--- config.mk ---
export PLATFORM = sky130hd
export DESIGN_NAME = stage_mem_access
export DESIGN_NICKNAME = d
export VERILOG_FILES = /design/src/rtl/core_pkg.sv /design/src/rtl/stage_mem_access_load_align.sv /design/src/rtl/stage_mem_access.sv
export SDC_FILE = /design/constraint.sdc
export NUM_CORES = 1
export LEC_CHECK = 0
export CAP_MARGIN = 20
export CORE_AREA = 5 5 118 120
export CTS_BUF_LIST = sky130_fd_sc_hd__clkbuf_4 sky130_fd_sc_hd__clkbuf_8
export CTS_CLUSTER_DIAMETER = 30
export DETAILED_ROUTE_END_ITERATION = 8
export DIE_AREA = 0 0 123 125
export PLACE_DENSITY = 0.74
export SYNTH_ARGS = -nofsm -noshare
export SYNTH_HDL_FRONTEND = slang
export SYNTH_SLANG_ARGS = --single-unit
--- constraint.sdc ---
create_clock -name clk -period 1.8 [get_ports clk]
set_clock_uncertainty 0.1 [all_clocks]
set_input_delay 0.36 -clock clk [delete_from_list [all_inputs] [get_ports clk]]
set_output_delay 0.36 -clock clk [all_outputs]
set_load 0.005 [all_outputs]
--- src/rtl/core_pkg.sv ---
// Purpose: shared types, widths and funct3 encodings for the memory-access stage.
// Contents: XLEN/REG_ADDR_W, lsu_state_t FSM encoding, F3_* access codes and
//           the access_illegal() legality check used by the stage top.
package core_pkg;

    localparam int XLEN       = 32;
    localparam int REG_ADDR_W = 5;

    typedef enum logic [1:0] {
        IDLE = 2'd0,
        REQ  = 2'd1,
        WAIT = 2'd2
    } lsu_state_t;

    localparam logic [2:0] F3_B  = 3'b000;
    localparam logic [2:0] F3_H  = 3'b001;
    localparam logic [2:0] F3_W  = 3'b010;
    localparam logic [2:0] F3_BU = 3'b100;
    localparam logic [2:0] F3_HU = 3'b101;

    // Unsupported size encodings, unsigned stores, and misaligned halfword or
    // word accesses are all refused before any request reaches memory.
    function automatic logic access_illegal(input logic [2:0] f3,
                                            input logic       is_store,
                                            input logic [1:0] addr_lo);
        logic ill;
        ill = (f3[1:0] == 2'b11) || (f3 == 3'b110) || (is_store && f3[2]);
        if ((f3[1:0] == F3_H[1:0]) && addr_lo[0])
            ill = 1'b1;
        if ((f3[1:0] == F3_W[1:0]) && (addr_lo != 2'b00))
            ill = 1'b1;
        return ill;
    endfunction

endpackage

--- src/rtl/stage_mem_access_load_align.sv ---
// Purpose: pick the addressed byte/halfword out of a load word and extend it.
// Latency: purely combinational.
// Ports: rdata (load word), addr (byte offset), funct3 (size/sign) -> result.
module load_align
    import core_pkg::*;
(
    input  logic [XLEN-1:0] rdata,
    input  logic [1:0]      addr,
    input  logic [2:0]      funct3,
    output logic [XLEN-1:0] result
);

    logic [7:0]  byte_sel;
    logic [15:0] half_sel;
    logic        signed_ld;

    always_comb begin
        byte_sel  = rdata[7:0];
        half_sel  = rdata[15:0];
        result    = rdata;
        // funct3[2] distinguishes the unsigned (BU/HU) variants
        signed_ld = ~funct3[2];

        case (addr)
            2'd1:    byte_sel = rdata[15:8];
            2'd2:    byte_sel = rdata[23:16];
            2'd3:    byte_sel = rdata[31:24];
            default: byte_sel = rdata[7:0];
        endcase

        half_sel = addr[1] ? rdata[31:16] : rdata[15:0];

        case (funct3[1:0])
            2'b00:   result = {{(XLEN-8){signed_ld & byte_sel[7]}}, byte_sel};
            2'b01:   result = {{(XLEN-16){signed_ld & half_sel[15]}}, half_sel};
            default: result = rdata;
        endcase
    end

endmodule

--- src/rtl/stage_mem_access.sv ---
// Purpose: RV32 memory-access stage; issues loads/stores on a req/gnt/rvalid
//          port, aligns load data and registers the writeback bundle.
// Latency: non-mem ops 1 cycle; store 2 edges, load 3 edges with immediate gnt/rvalid.
// Backpressure: stall is held combinationally while a legal access is
//          outstanding and drops in the completing cycle.
// Ports: in_* from the previous stage, dmem_* data-memory port, wb_* to
//        writeback, mem_exc/mem_exc_addr for misaligned or illegal accesses.
module stage_mem_access
    import core_pkg::*;
(
    input  logic                  clk,
    input  logic                  rst,

    input  logic                  in_valid,
    input  logic [REG_ADDR_W-1:0] in_rd,
    input  logic [XLEN-1:0]       in_alu_result,
    input  logic [XLEN-1:0]       in_store_data,
    input  logic                  in_mem_read,
    input  logic                  in_mem_write,
    input  logic [2:0]            in_funct3,
    input  logic                  in_wr_enable,

    output logic                  stall,

    output logic                  dmem_req,
    output logic                  dmem_we,
    output logic [XLEN-1:0]       dmem_addr,
    output logic [3:0]            dmem_be,
    output logic [XLEN-1:0]       dmem_wdata,
    input  logic                  dmem_gnt,
    input  logic                  dmem_rvalid,
    input  logic [XLEN-1:0]       dmem_rdata,

    output logic                  wb_valid,
    output logic [REG_ADDR_W-1:0] wb_rd,
    output logic [XLEN-1:0]       wb_data,
    output logic                  wb_wr_enable,
    output logic                  mem_exc,
    output logic [XLEN-1:0]       mem_exc_addr
);

    lsu_state_t state, state_nxt;

    logic            memop;
    logic            is_load;
    logic            is_store;
    logic            illegal;
    logic            legal_memop;
    logic            done;
    logic [3:0]      be_raw;
    logic [XLEN-1:0] wdata_raw;
    logic [XLEN-1:0] load_data;

    // A request with both read and write set is treated as a load.
    assign memop       = in_valid & (in_mem_read | in_mem_write);
    assign is_load     = in_mem_read;
    assign is_store    = in_mem_write & ~in_mem_read;
    assign illegal     = memop & access_illegal(in_funct3, is_store, in_alu_result[1:0]);
    assign legal_memop = memop & ~illegal;

    // Stores finish on grant, loads on returned data.
    assign done  = ((state == REQ) & dmem_gnt & is_store) |
                   ((state == WAIT) & dmem_rvalid);
    assign stall = legal_memop & ~done;

    always_comb begin
        state_nxt = state;
        case (state)
            IDLE: if (legal_memop) state_nxt = REQ;
            REQ:  if (dmem_gnt)    state_nxt = is_load ? WAIT : IDLE;
            WAIT: if (dmem_rvalid) state_nxt = IDLE;
            default:               state_nxt = IDLE;
        endcase
    end

    // Lane steering for stores; byte/half data is replicated so the memory
    // only needs the byte enables to pick the right lanes.
    always_comb begin
        be_raw    = 4'b1111;
        wdata_raw = in_store_data;
        case (in_funct3[1:0])
            2'b00: begin
                be_raw    = 4'b0001 << in_alu_result[1:0];
                wdata_raw = {4{in_store_data[7:0]}};
            end
            2'b01: begin
                be_raw    = 4'b0011 << in_alu_result[1:0];
                wdata_raw = {2{in_store_data[15:0]}};
            end
            default: begin
                be_raw    = 4'b1111;
                wdata_raw = in_store_data;
            end
        endcase
    end

    // Port fields are forced to zero outside REQ so nothing leaks while idle.
    assign dmem_req   = (state == REQ);
    assign dmem_we    = dmem_req & is_store;
    assign dmem_addr  = dmem_req ? {in_alu_result[XLEN-1:2], 2'b00} : '0;
    assign dmem_be    = dmem_req ? be_raw : 4'b0000;
    assign dmem_wdata = dmem_req ? wdata_raw : '0;

    load_align u_load_align (
        .rdata  (dmem_rdata),
        .addr   (in_alu_result[1:0]),
        .funct3 (in_funct3),
        .result (load_data)
    );

    always_ff @(posedge clk) begin
        if (rst) begin
            state        <= IDLE;
            wb_valid     <= 1'b0;
            wb_rd        <= '0;
            wb_data      <= '0;
            wb_wr_enable <= 1'b0;
            mem_exc      <= 1'b0;
            mem_exc_addr <= '0;
        end else begin
            state        <= state_nxt;
            wb_valid     <= 1'b0;
            mem_exc      <= 1'b0;
            mem_exc_addr <= '0;

            if (illegal) begin
                // Faulting op still retires so the pipeline keeps moving,
                // but it never writes the register file.
                wb_valid     <= 1'b1;
                wb_rd        <= in_rd;
                wb_data      <= in_alu_result;
                wb_wr_enable <= 1'b0;
                mem_exc      <= 1'b1;
                mem_exc_addr <= in_alu_result;
            end else if (done) begin
                wb_valid     <= 1'b1;
                wb_rd        <= in_rd;
                wb_data      <= is_load ? load_data : in_alu_result;
                wb_wr_enable <= is_load & in_wr_enable;
            end else if (!memop) begin
                wb_valid     <= in_valid;
                wb_rd        <= in_rd;
                wb_data      <= in_alu_result;
                wb_wr_enable <= in_wr_enable & in_valid;
            end
        end
    end

endmodule

Word level (Yosys, flattened, before mapping)
Cells that the tools add are included.

Logic and storage cells: 81. Input bits: 112. Register bits after elaboration: 74. Output and inout port bits: 143.

Shifts and indexed selects: 2. Eq/ne operators: 14. Reductions and logical operators: 11. Multiplexer cells: 28. Bitwise logic cells: 19.

Operator list (number): $mux 32 (6); $pmux 32 s2 (2); $pmux 8 s3 (1); $mux 16 (1); $mux 5 (3); $and 1x1->1 (13); $eq 2x2->1 const B (5); $mux 1 (8); $mux 2 (4); $pmux 4 s2 (1); $eq 2x1->1 const B (3); $pmux 2 s3 (1); $logic_not 2->1 (2); $mux 4 (1); $ne 2x1->1 const B (2); $ne 2x2->1 const B (2); $not 1->1 (4); $reduce_or 2->1 (2); $shl 1x2->4 const A (1); $shl 2x2->4 const A (1); $eq 3x3->1 const B (1); $logic_and 1x1->1 (3); $ne 3x1->1 const B (1); $reduce_and 3->1 (1); other kinds (3) (5).

Longest topological paths before layout
Gate-level depths: netlist of the first run.

Depth in word-level cells: 11. Depth in mapped cells: 7. Mapped depth without buffers: 4.

Cells and area by module
A second synthesis of the first run with hierarchy kept.

Cells, all modules: 581. Area, all modules: 4837.1 um^2.

By module, submodules not included: stage_mem_access (area each 3853.7 um^2, instances 1, cells each 448, sequential area each 1481.4 um^2); load_align (area each 983.4 um^2, instances 1, cells each 133, sequential area each 0.0 um^2).

Worst setup path after synthesis of the first run
Ideal clock, no wire load.

Path kind: input-to-output. From: in in_alu_result[1]. To: out dmem_be[2]. Required time: 1.340 ns. Data arrival time: 1.525 ns. Stages on the path: 5. Buffers on the path: 3. Slack: -0.185 ns. Cell sequence: buf_6 > clkbuf_1 > clkbuf_1 > mux2_2 > a21oi_1.

Longest elaborated chain between the ends: 3. Elaborated cells between the ends (all ways): 4. Those cells by class: shift (2); mux (2).

Ends and longest elaborated chain: start, declared (RTL line stage_mem_access.sv:16) `input logic [XLEN-1:0] in_alu_result,`; $shl 2x2->4 or $shl 1x2->4 (tied branches) (RTL line stage_mem_access.sv:87, stage_mem_access.sv:83); $pmux 4 s2 (*) (RTL line stage_mem_access.sv:81) `case (in_funct3[1:0])`; $mux 4 (*) (RTL line stage_mem_access.sv:101) `assign dmem_be = dmem_req ? be_raw : 4'b0000;`; end, declared (RTL line stage_mem_access.sv:28) `output logic [3:0] dmem_be,`.

Mark *: on every way between the ends. The rest lies on a longest branch, timed or not.

Final worst setup path of the first run
From: reg state[1]. To: reg wb_data[10].

Longest elaborated chain between the ends: 6. Elaborated cells between the ends (all ways): 9. Those cells by class: eq/ne (3); mux (2); bitwise (4).

Ends and longest elaborated chain: start, declared (RTL line stage_mem_access.sv:42) `lsu_state_t state, state_nxt;`; start signal, assigned (RTL line stage_mem_access.sv:121) `state <= state_nxt;`; $eq 2x1->1 (RTL line stage_mem_access.sv:62) `assign done = ((state == REQ) & dmem_gnt & is_store) |`; $and 1x1->1 (2 in a row) (RTL line stage_mem_access.sv:62); $or 1x1->1 (*) (RTL line stage_mem_access.sv:62); $mux 32 (RTL line stage_mem_access.sv:135) `end else if (done) begin`; $mux 32 (RTL line stage_mem_access.sv:126) `if (illegal) begin`; end signal, assigned (RTL line stage_mem_access.sv:131) `wb_data <= in_alu_result;`; end signal, assigned (RTL line stage_mem_access.sv:138) `wb_data <= is_load ? load_data : in_alu_result;`; end signal, assigned (RTL line stage_mem_access.sv:143) `wb_data <= in_alu_result;`; end, declared (RTL line stage_mem_access.sv:36) `output logic [XLEN-1:0] wb_data,`.

Marks and branches as above. A chain may end at the register's enable or synchronous reset.

==> results_dict.tcl, run 1 <==
set metrics [dict create \
    outcome "finished with violations" \
    violations "negative setup slack" \
    firstDrtPassIters 5 \
    pre_cts_ws_ps -797 \
    cts_tree "done" \
    p_clk_share_pct 31.6 \
    async_reset_ff_share_pct 0 \
    hold_violations 0 \
    insertion_delay_ps 350 \
    synth_mux_area_share_pct 5.00 \
    fin_ws_ps -216 \
    grt_pass1_vias 5861 \
    synthTopCellsByCount "dfxtp_1 (74), nor2_1 (55), nand2_1 (43)" \
    vias 5611 \
    cp.required_ps 1940 \
    port_buffers 252 \
    fin_crit_ps 2020 \
    synth-adder-area-share_pct 0 \
    ys.flop_type "dfxtp_1" \
    antenna_found_initial 2 \
    row_count 42 \
    hold_class "reg2reg" \
    synth_compound_area_share_pct 26.1 \
    swShare_pct 28.2 \
    ys_seq_area_share_pct 34.2 \
    ys_warn_count 0 \
    synth_edf_count 0 \
    start_util_pct 33.6 \
    critPathCaptureType "flop" \
    drc_errors 0 \
    gp_congestion 0.866 \
    cts-root-buf "clkbuf_8" \
    powerDensity_nw_per_um2 558 \
    viasPerCell 5.35 \
    yosysTopAreaCell "dfxtp_1" \
    maxCapViolCount 0 \
    timing.final.crit_share_pct 112 \
    core-area_um2 12900 \
    syn-cell-area_um2 4330 \
    area_growth_pct 101 \
    grt_pass1_wl_mm 31.0 \
    final_max_slew_viol_count 0 \
    vdd_drop_max_mv 0.332 \
    cts_buffers 9 \
    synth_top_family_by_area "simple AND/OR/NAND/NOR gates" \
    post_synth.cell_area_avg_um2 8.40 \
    clock-sinks 74 \
    nets 978 \
    dp_hpwl_mm 14.8 \
    leakage_nw 3.86 \
    grt_max_degree 37 \
    p_seq_share_pct 36.8 \
    yosysMostFrequentCell "dfxtp_1" \
    synthSimpleGateAreaFrac_pct 26.7 \
    switching_power_mw 1.37 \
    power_frac_comb_pct 31.6 \
    synth_seq_cells 74 \
    fillers 1027 \
    drt-initial-drc-count 428 \
    synth_area_leaders "dfxtp_1 (34%), and3_1 (5.6%), nor2_1 (4.8%)" \
    dieArea_um2 15400 \
    drive_above_1_share_pct 39.7 \
    cts_max_level 3 \
    max_freq_mhz 496 \
    die_h_um 125 \
    clockBufferDepth 2 \
    grt_use_total_pct 25.4 \
    io_pins 255 \
    path_class "reg2reg" \
    grt-ovfl-total 0 \
    setup-violations-final 70 \
    startpoint_type "flop" \
    ant_nets 0 \
    wl_per_cell_um 19.5 \
    worstPathArrival_ps 2160 \
    synth-xor-area-share_pct 0 \
    total_power_mw 4.85 \
    p_int_mw 3.48 \
    drt_wl_total_mm 20.4 \
    synth_cell_types 59 \
    synthCells 515 \
    synth_top_area_share_pct 34.2 \
    ctsHoldBuffers 0 \
    path_clk_slew_ps 80 \
    die_x_um 123 \
    rsz0062_at_grt "true" \
    crit_fanout 15 \
]
[critical path, cell delays in order (launching register included)]
cell and delay (ps):
dfxtp_2 370, buf_6 120, nor4bb_4 40, a211o_4 350, buf_4 160, buf_12 150, a22o_4 270, a221o_1 350
[power groups by stage]
stage,Sequential [mW],Combinational (mW),Clock [mW]
floorplan,1.82,0.488,0
global placement,1.82,1.32,0
detailed placement,1.82,1.34,0
CTS,1.78,1.45,1.55
global route,1.79,1.63,1.63
finish,1.78,1.53,1.53
[layout by cell type (no fill, tap or decap), types with 9 or more instances in the layout]
cell type,synthesis,final
nor2b_1,10,9
a221oi_2,11,14
nor2_4,0,24
buf_2,13,45
a21oi_2,0,16
a21oi_1,26,9
and2_4,0,21
inv_1,20,18
dfxtp_1,74,72
nor2_1,55,24
clkbuf_8,0,12
buf_6,3,43
nand2_1,43,43
and3_1,39,39
o31ai_1,18,17
dlygate4sd2_1,0,12
clkdlybuf4s50_1,0,162
buf_12,0,10
mux2i_1,16,15
o21ai_0,16,15
nand4_1,9,9
o211ai_1,9,9
buf_4,7,101
[layer usage]
layer  up-vias  track usage, %  wire length (um)
li1       2588               -                 -
met1      2650            28.0              7590
met2       322            45.2             10300
met3        49            6.46              1910
met4         2            11.3               630
met5         -               0                13
[final cells by class]
cell class | instances | area (um2) | share of cell area, %
inverters | 20 | 82.6 | 0.951
flip-flops and latches | 74 | 1480 | 17.1
clock buffers | 12 | 165 | 1.90
clock inverters | 4 | 72.6 | 0.836
diodes | 1 | 2.50 | 0.0288
well taps | 176 | 220 | 2.54
multi-input cells | 369 | 2960 | 34.0
repair buffers | 392 | 3700 | 42.6
[stage by stage]
step	instance area (um2)	setup TNS, ps	cells	hold WS [ps]	util, %
2_1_floorplan	4340	-53.3	516	360	-
3_3_place_gp	7710	-64140	1003	356	59.9
4_1_cts	8370	-8580	1045	368	65.0
6_report	8680	-7460	1048	375	67.4
5_1_grt	8680	-11510	1048	388	67.4
3_5_place_dp	7710	-65350	1003	366	59.9
[cells by family (layout without fill, tap and decap cells)]
group           count (synthesis)  in the layout
compound gates                135            135
buf+inv                        73            428
flops                          74             74
mux                            19             19
other cells                     1              3
simple gates                  213            213
[registers in the layout, indices dropped and copies added (netlist names)]
signal,flops
wb_valid,1
wb_data,32
wb_rd,5
wb_wr_enable,1
mem_exc,1
state,2
mem_exc_addr,32
[worst paths after layout]
check / startpoint / to / slack [ps] / cells past startpoint
worst max-delay path: state[1] / wb_data[10] / -220 / 7
worst min-delay path: wb_rd[3] / wb_rd[3] / 380 / 2
worst max register to register: state[1] / wb_data[10] / -220 / 7
worst min register to register: wb_rd[3] / wb_rd[3] / 380 / 2
[what timing repair did]
item / 4_1_cts / 5_1_grt
setup endpoints to repair: 139 / 122
gates resized for setup: 377 / 115
pin swaps: 24 / 25
setup buffers: 18 / 7
cloned: 8 / 0
Power figures use the tool's default switching activity.
==> inputs of run 2 (changes only) <==
--- a/config.mk
+++ b/config.mk
@@ -11,7 +11,7 @@
 export CTS_CLUSTER_DIAMETER = 30
 export DETAILED_ROUTE_END_ITERATION = 8
 export DIE_AREA = 0 0 123 125
-export PLACE_DENSITY = 0.74
+export PLACE_DENSITY = 0.85
 export SYNTH_ARGS = -nofsm -noshare
 export SYNTH_HDL_FRONTEND = slang
 export SYNTH_SLANG_ARGS = --single-unit
==> results_dict.tcl, run 2 (synthesized netlist as in run 1, its figures left out) <==
set metrics [dict create \
    outcome "finished with violations" \
    violations "negative setup slack" \
    whs_path_depth 2 \
    startpoint_type "flop" \
    rsz0062_at_grt "true" \
    setup-violations-final 91 \
    wl_per_cell_um 20.8 \
    use_met3_pct 7.86 \
    cts_max_level 3 \
    cp.required_ps 1340 \
    area_growth_pct 102 \
    cts-root-buf "clkbuf_8" \
    leakage_nw 3.87 \
    worst_hold_path.endpoint "wb_rd[2]" \
    die_h_um 125 \
    viasPerCell 5.45 \
    powerDensity_nw_per_um2 540 \
    grt_pass1_wl_mm 30.8 \
    io_pins 255 \
    cp-startpoint "state[1]" \
    worstPathArrival_ps 1510 \
    firstDrtPassIters 5 \
    path_clk_slew_ps 70 \
    hp-start "wb_rd[2]" \
    grt_max_degree 32 \
    dieArea_um2 15400 \
    hold_violations 0 \
    rr_worst_depth 6 \
    drt-initial-drc-count 415 \
    mostFrequentLayoutCell "clkdlybuf4s50_1" \
    slew_headroom_pct 65.3 \
    vias 5688 \
    clockBufferDepth 2 \
    die_x_um 123 \
    timing.rr.start "state[1]" \
    gp_congestion 0.899 \
    fin_crit_ps 1970 \
    critPathCaptureType "output pin" \
    busiest_layer "met2" \
    crit_fanout 3 \
    ant_nets 0 \
    use_met2_pct 44.9 \
    port_buffers 252 \
    met1_usage_pct 28.3 \
    dp_hpwl_mm 15.2 \
    vdd_drop_max_mv 0.318 \
    tns_ps -5120 \
    cts_buffers 9 \
    fin_ws_ps -173 \
    final_max_slew_viol_count 0 \
    path_class "reg2out" \
    final_cell_mix "clkdlybuf4s50_1 (164), buf_4 (91), dfxtp_1 (72), buf_2 (46), nand2_1 (43)" \
    dpl.cell_count 998 \
    max_freq_mhz 507 \
    drt_wl_total_mm 21.7 \
    grt_pass1_vias 5673 \
    stdcell_count 1043 \
    top_regs "mem_exc_addr (32), wb_data (32), wb_rd (5)" \
    drive_above_1_share_pct 40.9 \
    insertion_delay_ps 350 \
    row_count 42 \
    hold_class "reg2reg" \
    drc_errors 0 \
    ctsHoldBuffers 0 \
    clock-sinks 74 \
    r2r-end "wb_data[15]" \
    reg2reg_slack_ps -90 \
    antenna_found_initial 1 \
    nets 974 \
    core-area_um2 12900 \
    worst_pin_slew_ps 520 \
    timing.final.crit_share_pct 110 \
    cts_tree "done" \
    fillers 940 \
    grt-ovfl-total 0 \
    maxCapViolCount 0 \
    start_util_pct 33.6 \
    grt_use_total_pct 25.9 \
]
run 2: how the worst max path moves through the flow:
stage | end | slack (ps) | cells after the start
after floorplan | wb_data[19] | -5 | 5
after global placement | stall | -750 | 5
after detailed placement | stall | -770 | 6
after CTS | stall | -190 | 5
after global routing | stall | -210 | 5
final | stall | -170 | 5
run 2: area by class of cell:
cell class	instances	area [um2]	area share, %
Clock buffer	12	153	1.75
Antenna cell	1	2.50	0.0287
Tap cell	176	220	2.52
Inverter	20	80.1	0.917
Multi-Input combinational cell	369	3020	34.6
Sequential cell	74	1490	17.0
Timing Repair Buffer	388	3730	42.7
Clock inverter	3	40.0	0.458
run 2: stage by stage:
stage | utilization [%] | hold slack, ps | setup WS [ps] | power [mW] | cell area [um2]
after floorplan | - | 360 | -5.33 | 2.31 | 4340
after global placement | 60.0 | 352 | -755 | 3.14 | 7720
after detailed placement | 60.0 | 361 | -773 | 3.16 | 7720
after CTS | 64.4 | 379 | -187 | 4.59 | 8290
after global routing | 67.8 | 405 | -205 | 4.88 | 8730
final | 67.8 | 377 | -173 | 4.71 | 8730
run 2: timing repair:
item                                    in CTS  in global routing
setup buffers                               18                  6
resized for setup                          379                123
pin swaps                                   23                 49
cloned                                       7                  1
endpoints found under the setup margin     141                128
run 2: where the power goes:
| part | switching [mW] | total [mW] | leakage [nW] | internal [mW] |
|---|---|---|---|---|
| logic | 0.718 | 1.61 | 3.16 | 0.895 |
| registers | 0.0552 | 1.79 | 0.611 | 1.73 |
| clock network | 0.615 | 1.31 | 0.103 | 0.698 |
run 2: per-layer routing:
metal  vias up  share of wire [%]
met3        65                 10
li1       2574                  -
met4         0                5.1
met5         -                  0
met2       356                 49
met1      2693                 36
run 2: worst max-delay path: stages, from the launching register on:
cell,delay (ps)
dfxtp_2,320
buf_4,140
and3b_4,180
a211o_4,290
nor2_4,100
buf_2,120
